## config.mk

```make
export PLATFORM = sky130hd
export DESIGN_NAME = pipeline_scoreboard
export DESIGN_NICKNAME = d
export VERILOG_FILES = /design/src/rtl/pipeline_scoreboard_pkg.sv /design/src/rtl/pipeline_scoreboard_slots.sv /design/src/rtl/pipeline_scoreboard.sv
export SDC_FILE = /design/constraint.sdc
export NUM_CORES = 1
export LEC_CHECK = 0
export ABC_AREA = 1
export CORE_MARGIN = 2
export CORE_UTILIZATION = 46
export CTS_CLUSTER_SIZE = 14
export DETAILED_ROUTE_END_ITERATION = 8
export PLACE_DENSITY_LB_ADDON = 0.12
export SYNTH_ARGS = -nofsm -noshare
export SYNTH_HDL_FRONTEND = slang
export SYNTH_HIERARCHICAL = 1
export SYNTH_SLANG_ARGS = --single-unit
```

## constraint.sdc

```tcl
create_clock -name clock -period 6.1 [get_ports clock]
set_clock_uncertainty 0.15 [all_clocks]
set_input_delay 0.915 -clock clock [delete_from_list [all_inputs] [get_ports clock]]
set_output_delay 0.915 -clock clock [all_outputs]
set_load 0.01 [all_outputs]
```

## src/rtl/pipeline_scoreboard_pkg.sv

```systemverilog
// Shared types for the decode-side hazard controller: opcode constants,
// FSM encoding, scoreboard slot layout and source-usage decode helpers.
package pipeline_scoreboard_pkg;

    localparam logic [6:0] RTYPE  = 7'b0110011;
    localparam logic [6:0] STYPE  = 7'b0100011;
    localparam logic [6:0] SBTYPE = 7'b1100011;
    localparam logic [6:0] ITYPE  = 7'b0000011;

    typedef enum logic {
        RUN     = 1'b0,
        FLUSHED = 1'b1
    } state_t;

    typedef struct packed {
        logic       valid;
        logic [4:0] rd;
    } slot_t;

    function automatic logic uses_rs1(input logic [6:0] op);
        return (op == RTYPE) || (op == STYPE) ||
               (op == SBTYPE) || (op == ITYPE);
    endfunction

    function automatic logic uses_rs2(input logic [6:0] op);
        return (op == RTYPE) || (op == STYPE) || (op == SBTYPE);
    endfunction

endpackage

```

## src/rtl/pipeline_scoreboard_slots.sv

```systemverilog
// scoreboard_slots: shift register of in-flight writes (EX..WB), source compare, pending mask.
// Ports: clock/reset, slot_in (new slot0 entry), rs1/rs2 + use flags, match, pending_mask.
module scoreboard_slots
    import pipeline_scoreboard_pkg::*;
#(
    parameter int unsigned WB_LATENCY    = 3,
    parameter bit          WRITE_THROUGH = 1'b0
) (
    input  logic        clock,
    input  logic        reset,
    input  slot_t       slot_in,
    input  logic [4:0]  rs1,
    input  logic [4:0]  rs2,
    input  logic        use_rs1,
    input  logic        use_rs2,
    output logic        match,
    output logic [31:0] pending_mask
);

    // With a write-through register file the oldest slot's value is
    // already visible to the reader, so it is left out of the compare.
    localparam int unsigned CMP_N = WRITE_THROUGH ? WB_LATENCY - 1 : WB_LATENCY;

    slot_t slots [WB_LATENCY];

    always_ff @(posedge clock) begin
        if (reset) begin
            for (int i = 0; i < WB_LATENCY; i++) slots[i] <= '0;
        end else begin
            slots[0] <= slot_in;
            for (int i = 1; i < WB_LATENCY; i++) slots[i] <= slots[i-1];
        end
    end

    always_comb begin
        match        = 1'b0;
        pending_mask = '0;
        for (int i = 0; i < WB_LATENCY; i++) begin
            if (slots[i].valid) begin
                pending_mask[slots[i].rd] = 1'b1;
                if (i < CMP_N) begin
                    if (use_rs1 && rs1 != 5'd0 && rs1 == slots[i].rd) match = 1'b1;
                    if (use_rs2 && rs2 != 5'd0 && rs2 == slots[i].rd) match = 1'b1;
                end
            end
        end
    end

endmodule

```

## src/rtl/pipeline_scoreboard.sv

```systemverilog
// pipeline_scoreboard: RAW stall / bubble / branch-flush controller beside ID.
// Ports: ID instruction fields in; PC/IF-ID enables, bubble, flush, pending mask, stall stats out.
module pipeline_scoreboard
    import pipeline_scoreboard_pkg::*;
#(
    parameter int unsigned WB_LATENCY    = 3,
    parameter bit          WRITE_THROUGH = 1'b0,
    parameter int unsigned CNT_W         = 16
) (
    input  logic             clock,
    input  logic             reset,
    input  logic             issue_valid,
    input  logic [6:0]       inst_opcode,
    input  logic [4:0]       rs1,
    input  logic [4:0]       rs2,
    input  logic [4:0]       rd,
    input  logic             reg_write,
    input  logic             branch_taken,
    output logic             pc_enable,
    output logic             if_id_enable,
    output logic             stall_pipeline,
    output logic             if_flush,
    output logic [31:0]      pending_mask,
    output logic [CNT_W-1:0] stall_count,
    output logic             stall_error
);

    // Run length saturates one past WB_LATENCY, enough to flag an overlong stall.
    localparam int unsigned    RUN_W   = $clog2(WB_LATENCY + 2);
    localparam logic [RUN_W-1:0] RUN_MAX = RUN_W'(WB_LATENCY + 1);
    localparam logic [RUN_W-1:0] RUN_LIM = RUN_W'(WB_LATENCY);

    state_t           state;
    slot_t            slot_in;
    logic             match;
    logic             hazard;
    logic [RUN_W-1:0] run_len;

    scoreboard_slots #(
        .WB_LATENCY   (WB_LATENCY),
        .WRITE_THROUGH(WRITE_THROUGH)
    ) u_slots (
        .clock       (clock),
        .reset       (reset),
        .slot_in     (slot_in),
        .rs1         (rs1),
        .rs2         (rs2),
        .use_rs1     (uses_rs1(inst_opcode)),
        .use_rs2     (uses_rs2(inst_opcode)),
        .match       (match),
        .pending_mask(pending_mask)
    );

    assign hazard         = issue_valid && (state == RUN) && match;
    assign pc_enable      = !hazard;
    assign if_id_enable   = !hazard;
    assign stall_pipeline = hazard || (state == FLUSHED);
    assign if_flush       = (state == RUN) && branch_taken && !hazard;

    // Only an accepted instruction in RUN enters the scoreboard;
    // stalls and the post-flush slot push a bubble.
    always_comb begin
        slot_in = '0;
        if (state == RUN && !hazard) begin
            slot_in.valid = issue_valid && reg_write && (rd != 5'd0);
            slot_in.rd    = rd;
        end
    end

    always_ff @(posedge clock) begin
        if (reset) begin
            state       <= RUN;
            stall_count <= '0;
            run_len     <= '0;
            stall_error <= 1'b0;
        end else begin
            state <= if_flush ? FLUSHED : RUN;
            if (hazard) begin
                if (stall_count != '1) stall_count <= stall_count + 1'b1;
                if (run_len != RUN_MAX) run_len <= run_len + 1'b1;
                if (run_len >= RUN_LIM) stall_error <= 1'b1;
            end else begin
                run_len <= '0;
            end
        end
    end

endmodule

```

==> flow_metrics.py, run 1 <==
metrics = {
    "outcome": {
        "status": "complete, no violations",
    },
    "clocking": {
        "holdBufCountCts": 0,
        "clk_latency_ns": 0.29,
        "cts_made_buffers": 5,
        "htree_num_levels": 2,
        "post-cts-setup-buffers": 0,
        "post_cts_resize_count": 0,
        "clkSlewWorstSetupHoldPaths_ns": 0.08,
        "buffer_depth_of_the_longest_clock_path": 2,
        "tritoncts_clock_tree": "done",
        "clk_root_buffer_cell": "clkbuf_8",
        "clock_sink_count": 39,
    },
    "layout": {
        "instances_no_fill": 703,
        "fillers": 677,
        "most_common_cell_after_layout_fill_and_taps_aside": "nand2_1",
        "post_route_cells_drive_above_1_share_pct": 7.223,
        "layout_nets": 653,
        "post_synthesis_to_final_layout_area_growth_pct": 27.75,
        "layout.core_utilization_pct": 60.70,
        "most-common-layout-cells": "189 x nand2_1, 85 x nor2_1, 79 x clkdlybuf4s50_1, 56 x nand3_1, 52 x inv_1",
        "num_antenna_cells": 0,
    },
    "sta": {
        "tightestPinTransition_ns": 0.8157,
        "fin_hold_ws_ns": 0.3106,
        "timing.final.crit_share_pct": 70.52,
        "fmax_mhz": 232.5,
        "timing.final.max_slew_violations": 0,
        "setup_repair_after_global_routing_missed_its_margin": "no",
        "finalSetupViolations": 0,
        "post-route-min-period_ns": 4.302,
        "hold_viol_final": 0,
        "setup_total_negative_slack_ns": 0,
        "slew-limit-headroom_pct": 45.45,
    },
    "yosys": {
        "synth_fp_nets": 582,
        "primary_ff_master_synth": "dfxtp_1",
        "synth.ff_latch_count": 39,
        "synth.distinct_cells": 28,
        "synthCells": 551,
        "synth_enable_flop_cells": 0,
        "synth.avg_cell_area_sq_um": 5.827,
        "seq_area_frac_synth_pct": 24.32,
        "yosys_warnings": 6,
        "synth-async-reset-ratio_pct": 0,
        "synth.cell_area_sq_um": 3211,
    },
    "floorplanning": {
        "floorplan.die.width_microns": 87.55,
        "fp.dieArea_sq_um": 7664,
        "initial_core_util_pct": 47.52,
        "chipHeight_microns": 87.55,
        "placement_rows": 30,
        "core_area_sq_um": 6756,
        "io-pin-count": 80,
    },
    "run": {
        "cap_violations": 0,
    },
    "setup_path": {
        "worstPathArrival_ns": 3.24,
        "critical_path.n_buffers_inverters": 4,
        "end_kind": "primary output",
        "timing.critical_path.from": "inst_opcode[4]",
        "path_depth": 12,
        "worst-r2r-cell-count": 15,
        "worst-path-max-fanout": 12,
        "critical_path.reg2reg.startpoint": "u_slots/slots[0][3]$_SDFF_PP0_",
        "setup.worst_path.start_class": "input port",
        "cpLargestDelayFamily": "buffers and inverters",
        "max_stage_delay_ns": 0.64,
        "worst_path_max_delay_cell": "clkdlybuf4s50_1",
        "crit_type": "in -> out",
        "cp_data_required_time_ns": 5.03,
        "path_cells": "clkdlybuf4s50_1 -> inv_1 -> o2111ai_1 -> nor2_1 -> nand2_1 -> inv_1 -> nand3_1 -> nand2_1 -> nand2_1 -> nand3_1 -> nand3_1 -> clkdlybuf4s50_1",
        "r2r_slack_ns": 3.48,
    },
    "detailed_routing": {
        "drt-pass1-iter-count": 5,
        "drt_iter0_drc": 257,
        "drt-total-wl_mm": 9.252,
        "drtAntennaViolNets": 0,
        "post_drt_via_cell_ratio": 5.220,
        "route.detailed.wl_per_inst_microns": 13.16,
        "post-route-drc-count": 0,
        "via_count": 3670,
    },
    "grt": {
        "grt_pass1_wl_mm": 15.39,
        "grt_antenna_before_repair": 0,
        "grt.overflow.total": 0,
        "global_route.usage.total_pct": 25.07,
        "grt_pass1_vias": 3404,
        "grt_start_max_net_pins": 24,
    },
    "min_path": {
        "hp-start": "stall_error$_SDFFE_PP0P_",
        "timing.hold.worst.class": "reg -> reg",
        "worstHoldPathCells": 2,
    },
    "placement": {
        "dp.final_hpwl_mm": 7.011,
        "numPlacedInstances": 695,
        "place_congestion": 0.9026,
        "buffer_ports.inserted": 79,
    },
    "power": {
        "cellPowerDensity_nw_per_um2": 130.3,
        "total_leakage_power_uw": 0.001753,
        "max-vdd-ir-drop_uv": 127.4,
    },
}
## sequential cells by signal (all words and copies together), names as in the netlist
| register | count |
|---|---|
| u_slots/slots | 18 |
| stall_count | 16 |
| run_len | 3 |
| stall_error | 1 |
| state | 1 |
## worst paths after layout
kind                                                      to
worst max-delay path                            if_id_enable
worst min-delay path                stall_error$_SDFFE_PP0P_
worst min register to register      stall_error$_SDFFE_PP0P_
worst max register to register  stall_count[14]$_SDFFE_PP0P_
## Yosys cell counts (5+ instances only)
cell     count  area share, %
nor2_1      85            9.9
nand3_1     56            8.7
nor3_1      28            4.4
xnor2_1      5            1.4
nand2_1    189             22
nor3_4       6            3.0
a21oi_1     13            2.0
dfxtp_1     39             24
buf_2        9            1.4
nor3_2       6            1.9
inv_2       14            1.6
xor2_1      16            4.4
inv_1       52            6.1
## through the flow
stage / area, sq um / worst slack (ns) / total power, uW
floorplan: 3211 / 2.956 / 319.1
CTS: 4101 / 1.790 / 540.0
global route: 4101 / 1.570 / 558.7
finish: 4101 / 1.798 / 534.6
detailed placement: 4005 / 1.815 / 354.8
global placement: 4005 / 1.849 / 353.3
## cell families after synthesis
| family | count (synthesis) | share of synthesized area [%] |
|---|---|---|
| adders and majority gates | 4 | 1.559 |
| and+or+nand+nor | 387 | 54.48 |
| xor gates and xnor gates | 21 | 5.729 |
| DFF | 39 | 24.32 |
| AOI/OAI and AO/OA | 19 | 3.196 |
| buffers and inverters | 81 | 10.72 |
## where the power goes
group	leakage [uW]	total [uW]	switching [uW]	internal [uW]
clock network	0.0000516	185	92.2	92.4
logic	0.00138	79.4	44.8	34.6
registers	0.000317	271	11.2	259
total	0.00175	535	148	386
## worst register-to-register path, delay by kind of cell, from the launching register on
kind	cells	cell delay, ns
buffers and inverters	1	0.22
and+or+nand+nor	14	1.63
DFF	1	0.54
## final cells by class
cell class	instances	area (sq um)	area share (%)
inverter	66	247.7	6.040
clock buffer	6	82.58	2.013
clock inverter	2	13.76	0.3356
sequential	39	780.7	19.04
multi-input combinational	431	2086	50.85
timing repair buffer	79	790.8	19.28
tap	80	100.1	2.441
## metal layers
metal  track usage, %  routed length [microns]  vias to the layer above
li1                 -                        -                     1863
met1            30.68                     3837                     1628
met2            45.18                     4645                      155
met3            3.110                      599                       24
met4            8.671                      170                        0
met5                0                        0                        -
(Power assumes the default switching activity.)
==> run 2: changes to the inputs <==
- CORE_UTILIZATION: 46 -> 45
- clock period: 6.1 -> 3.9 ns (I/O delays scaled with it)
==> run 2 against run 1 <==
Core utilization is 0.25 points higher; largest power group unchanged; routed wire length is 1.1% lower; worst hold slack better by 0.0012 ns; via count decreased by 0.79%; count of clock-buffer cells in the layout shrank 1; die area is 2.1% higher; final area is 1.5% higher; global-route usage down 0.11 points; critical path depth increased by 2.
==> flow_metrics.py, run 2 (synthesis results as in run 1) <==
metrics = {
    "clocking": {
        "post-cts-setup-buffers": 0,
        "cts_made_buffers": 5,
        "holdBufCountCts": 0,
        "post_cts_resize_count": 0,
        "tritoncts_clock_tree": "done",
        "clk_root_buffer_cell": "clkbuf_8",
        "clock_sink_count": 39,
        "htree_num_levels": 2,
        "clkSlewWorstSetupHoldPaths_ns": 0.09,
        "clk_latency_ns": 0.30,
        "buffer_depth_of_the_longest_clock_path": 2,
    },
    "setup_path": {
        "crit_type": "in -> out",
        "r2r_slack_ns": 1.40,
        "critical-path-top-cell-by-count": "nand2_1",
        "worst-path-max-fanout": 4,
        "worstPathArrival_ns": 2.70,
        "crit-reg2reg-capture": "stall_count[14]$_SDFFE_PP0P_",
        "max_stage_delay_ns": 0.54,
        "worst-r2r-cell-count": 17,
        "cp_data_required_time_ns": 3.16,
        "path_cells": "clkdlybuf4s50_1 -> inv_1 -> o2111ai_1 -> nor2_1 -> nand2_1 -> inv_1 -> nand3_1 -> nand2_1 -> nand2_1 -> nand3_1 -> nand2_1 -> nand2_1 -> nor2_1 -> clkdlybuf4s50_1",
        "end_kind": "primary output",
        "setup.worst_path.start_class": "input port",
        "critical_path.reg2reg.startpoint": "u_slots/slots[0][3]$_SDFF_PP0_",
        "worst_path_max_delay_cell": "clkdlybuf4s50_1",
    },
    "layout": {
        "post_route_cells_drive_above_1_share_pct": 7.668,
        "layout.core_utilization_pct": 60.95,
        "biggestRegsByFlops": "u_slots/slots x18, stall_count x16, run_len x3",
        "max_flop_register": "u_slots/slots",
        "post_synthesis_to_final_layout_area_growth_pct": 29.70,
        "number_of_flip_flops_in_the_largest_register": 18,
        "num_antenna_cells": 0,
        "most_common_cell_after_layout_fill_and_taps_aside": "nand2_1",
        "most-common-layout-cells": "189 x nand2_1, 85 x nor2_1, 79 x clkdlybuf4s50_1, 56 x nand3_1, 52 x inv_1",
        "layout_nets": 656,
    },
    "power": {
        "power_frac_clock_pct": 38.9,
        "total_leakage_power_uw": 0.001774,
        "netSwitchingPower_uw": 241.9,
        "power.share.combinational_pct": 13.9,
        "max-vdd-ir-drop_uv": 230.4,
        "seq_power_share_pct": 47.1,
        "power_report.internal_total_uw": 655.0,
        "net_sw_share_pct": 26.97,
        "cellPowerDensity_nw_per_um2": 215.4,
    },
    "floorplanning": {
        "io-pin-count": 80,
        "chipHeight_microns": 88.47,
        "fp.dieArea_sq_um": 7826,
        "core_area_sq_um": 6832,
        "placement_rows": 30,
        "floorplan.die.width_microns": 88.47,
        "initial_core_util_pct": 47.00,
    },
    "grt": {
        "grt_pass1_vias": 3548,
        "grt_use_met2_pct": 45.18,
        "globalRouteMet1Util_pct": 30.11,
        "grt_start_max_net_pins": 24,
        "global_route.usage.total_pct": 24.96,
        "grt.overflow.total": 0,
        "grt_pass1_wl_mm": 15.55,
        "globalRoute.busiestLayer": "met2",
        "global_route.usage.met3_pct": 3.172,
        "grt_antenna_before_repair": 0,
    },
    "detailed_routing": {
        "via_count": 3641,
        "drt_iter0_drc": 211,
        "drt-total-wl_mm": 9.153,
        "drtAntennaViolNets": 0,
        "route.detailed.wl_per_inst_microns": 12.68,
        "post-route-drc-count": 0,
        "drt-pass1-iter-count": 5,
        "post_drt_via_cell_ratio": 5.043,
    },
    "placement": {
        "dp.final_hpwl_mm": 6.942,
        "place_congestion": 0.8633,
        "buffer_ports.inserted": 79,
    },
    "run": {
        "cap_violations": 0,
    },
    "sta": {
        "fmax_mhz": 291.2,
        "setup_repair_after_global_routing_missed_its_margin": "no",
        "timing.final.max_slew_violations": 0,
        "timing.final.crit_share_pct": 88.07,
        "hold_viol_final": 0,
        "tightestPinTransition_ns": 0.6885,
        "setup_total_negative_slack_ns": 0,
        "finalSetupViolations": 0,
        "post-route-min-period_ns": 3.435,
        "slew-limit-headroom_pct": 53.85,
    },
    "min_path": {
        "worstHoldPathCells": 2,
        "hp-start": "stall_error$_SDFFE_PP0P_",
        "timing.hold.worst.class": "reg -> reg",
        "hold_end": "stall_error$_SDFFE_PP0P_",
    },
    "outcome": {
        "status": "complete, no violations",
    },
}
## run 2: changes by cell type in the layout (fill, tap and decap cells not counted), sizes merged
| cell | delta |
|---|---|
| clkbuf | -1 |
| buf | +3 |
| bufinv | +1 |
## run 2: cell type report
type / count / area [sq um]
fillers: 687 / 2668
flip-flops and latches: 39 / 780.7
clock inverters: 3 / 47.55
well taps: 96 / 120.1
inverters: 66 / 247.7
multi-input cells: 431 / 2086
clock buffers: 5 / 68.82
repair buffers: 82 / 813.3
## run 2: metrics by stage
step	area, sq um	worst slack, ns	power [uW]	hold slack [ns]	cells
after floorplan	3211	1.416	499.1	0.3135	551
after global placement	4048	0.4891	554.0	0.2943	714
after detailed placement	4048	0.4633	555.7	0.3097	714
after CTS	4164	0.4437	902.8	0.3193	722
after global routing	4164	0.2264	933.5	0.3406	722
final	4164	0.4653	896.8	0.3118	722
## run 2: routing by layer
layer,part of all wire [%],vias up
li1,-,1864
met1,41,1622
met2,51,142
met3,6.2,13
met4,1.6,0
met5,0,-
## run 2: power groups by stage
stage          Combinational, uW  Clock [uW]  Sequential (uW)
2_1_floorplan               78.6           0              420
3_3_place_gp                 122           0              432
3_5_place_dp                 124           0              432
4_1_cts                      125         356              422
5_1_grt                      140         369              424
6_report                     125         349              423
## run 2: worst max-delay path, delay by kind of cell
kind            cells  cell delay [ns]
compound gates      1             0.23
buf+inv             4             1.09
simple gates        9             0.78
## run 2: worst max path at each step
stage	from	slack [ns]	cells past startpoint	to
finish	inst_opcode[4]	0.47	14	if_flush
global route	inst_opcode[4]	0.23	14	if_flush
CTS	inst_opcode[4]	0.44	14	if_flush
detailed placement	inst_opcode[4]	0.46	14	if_flush
global placement	inst_opcode[4]	0.49	14	if_flush
floorplan	inst_opcode[4]	1.42	12	if_flush
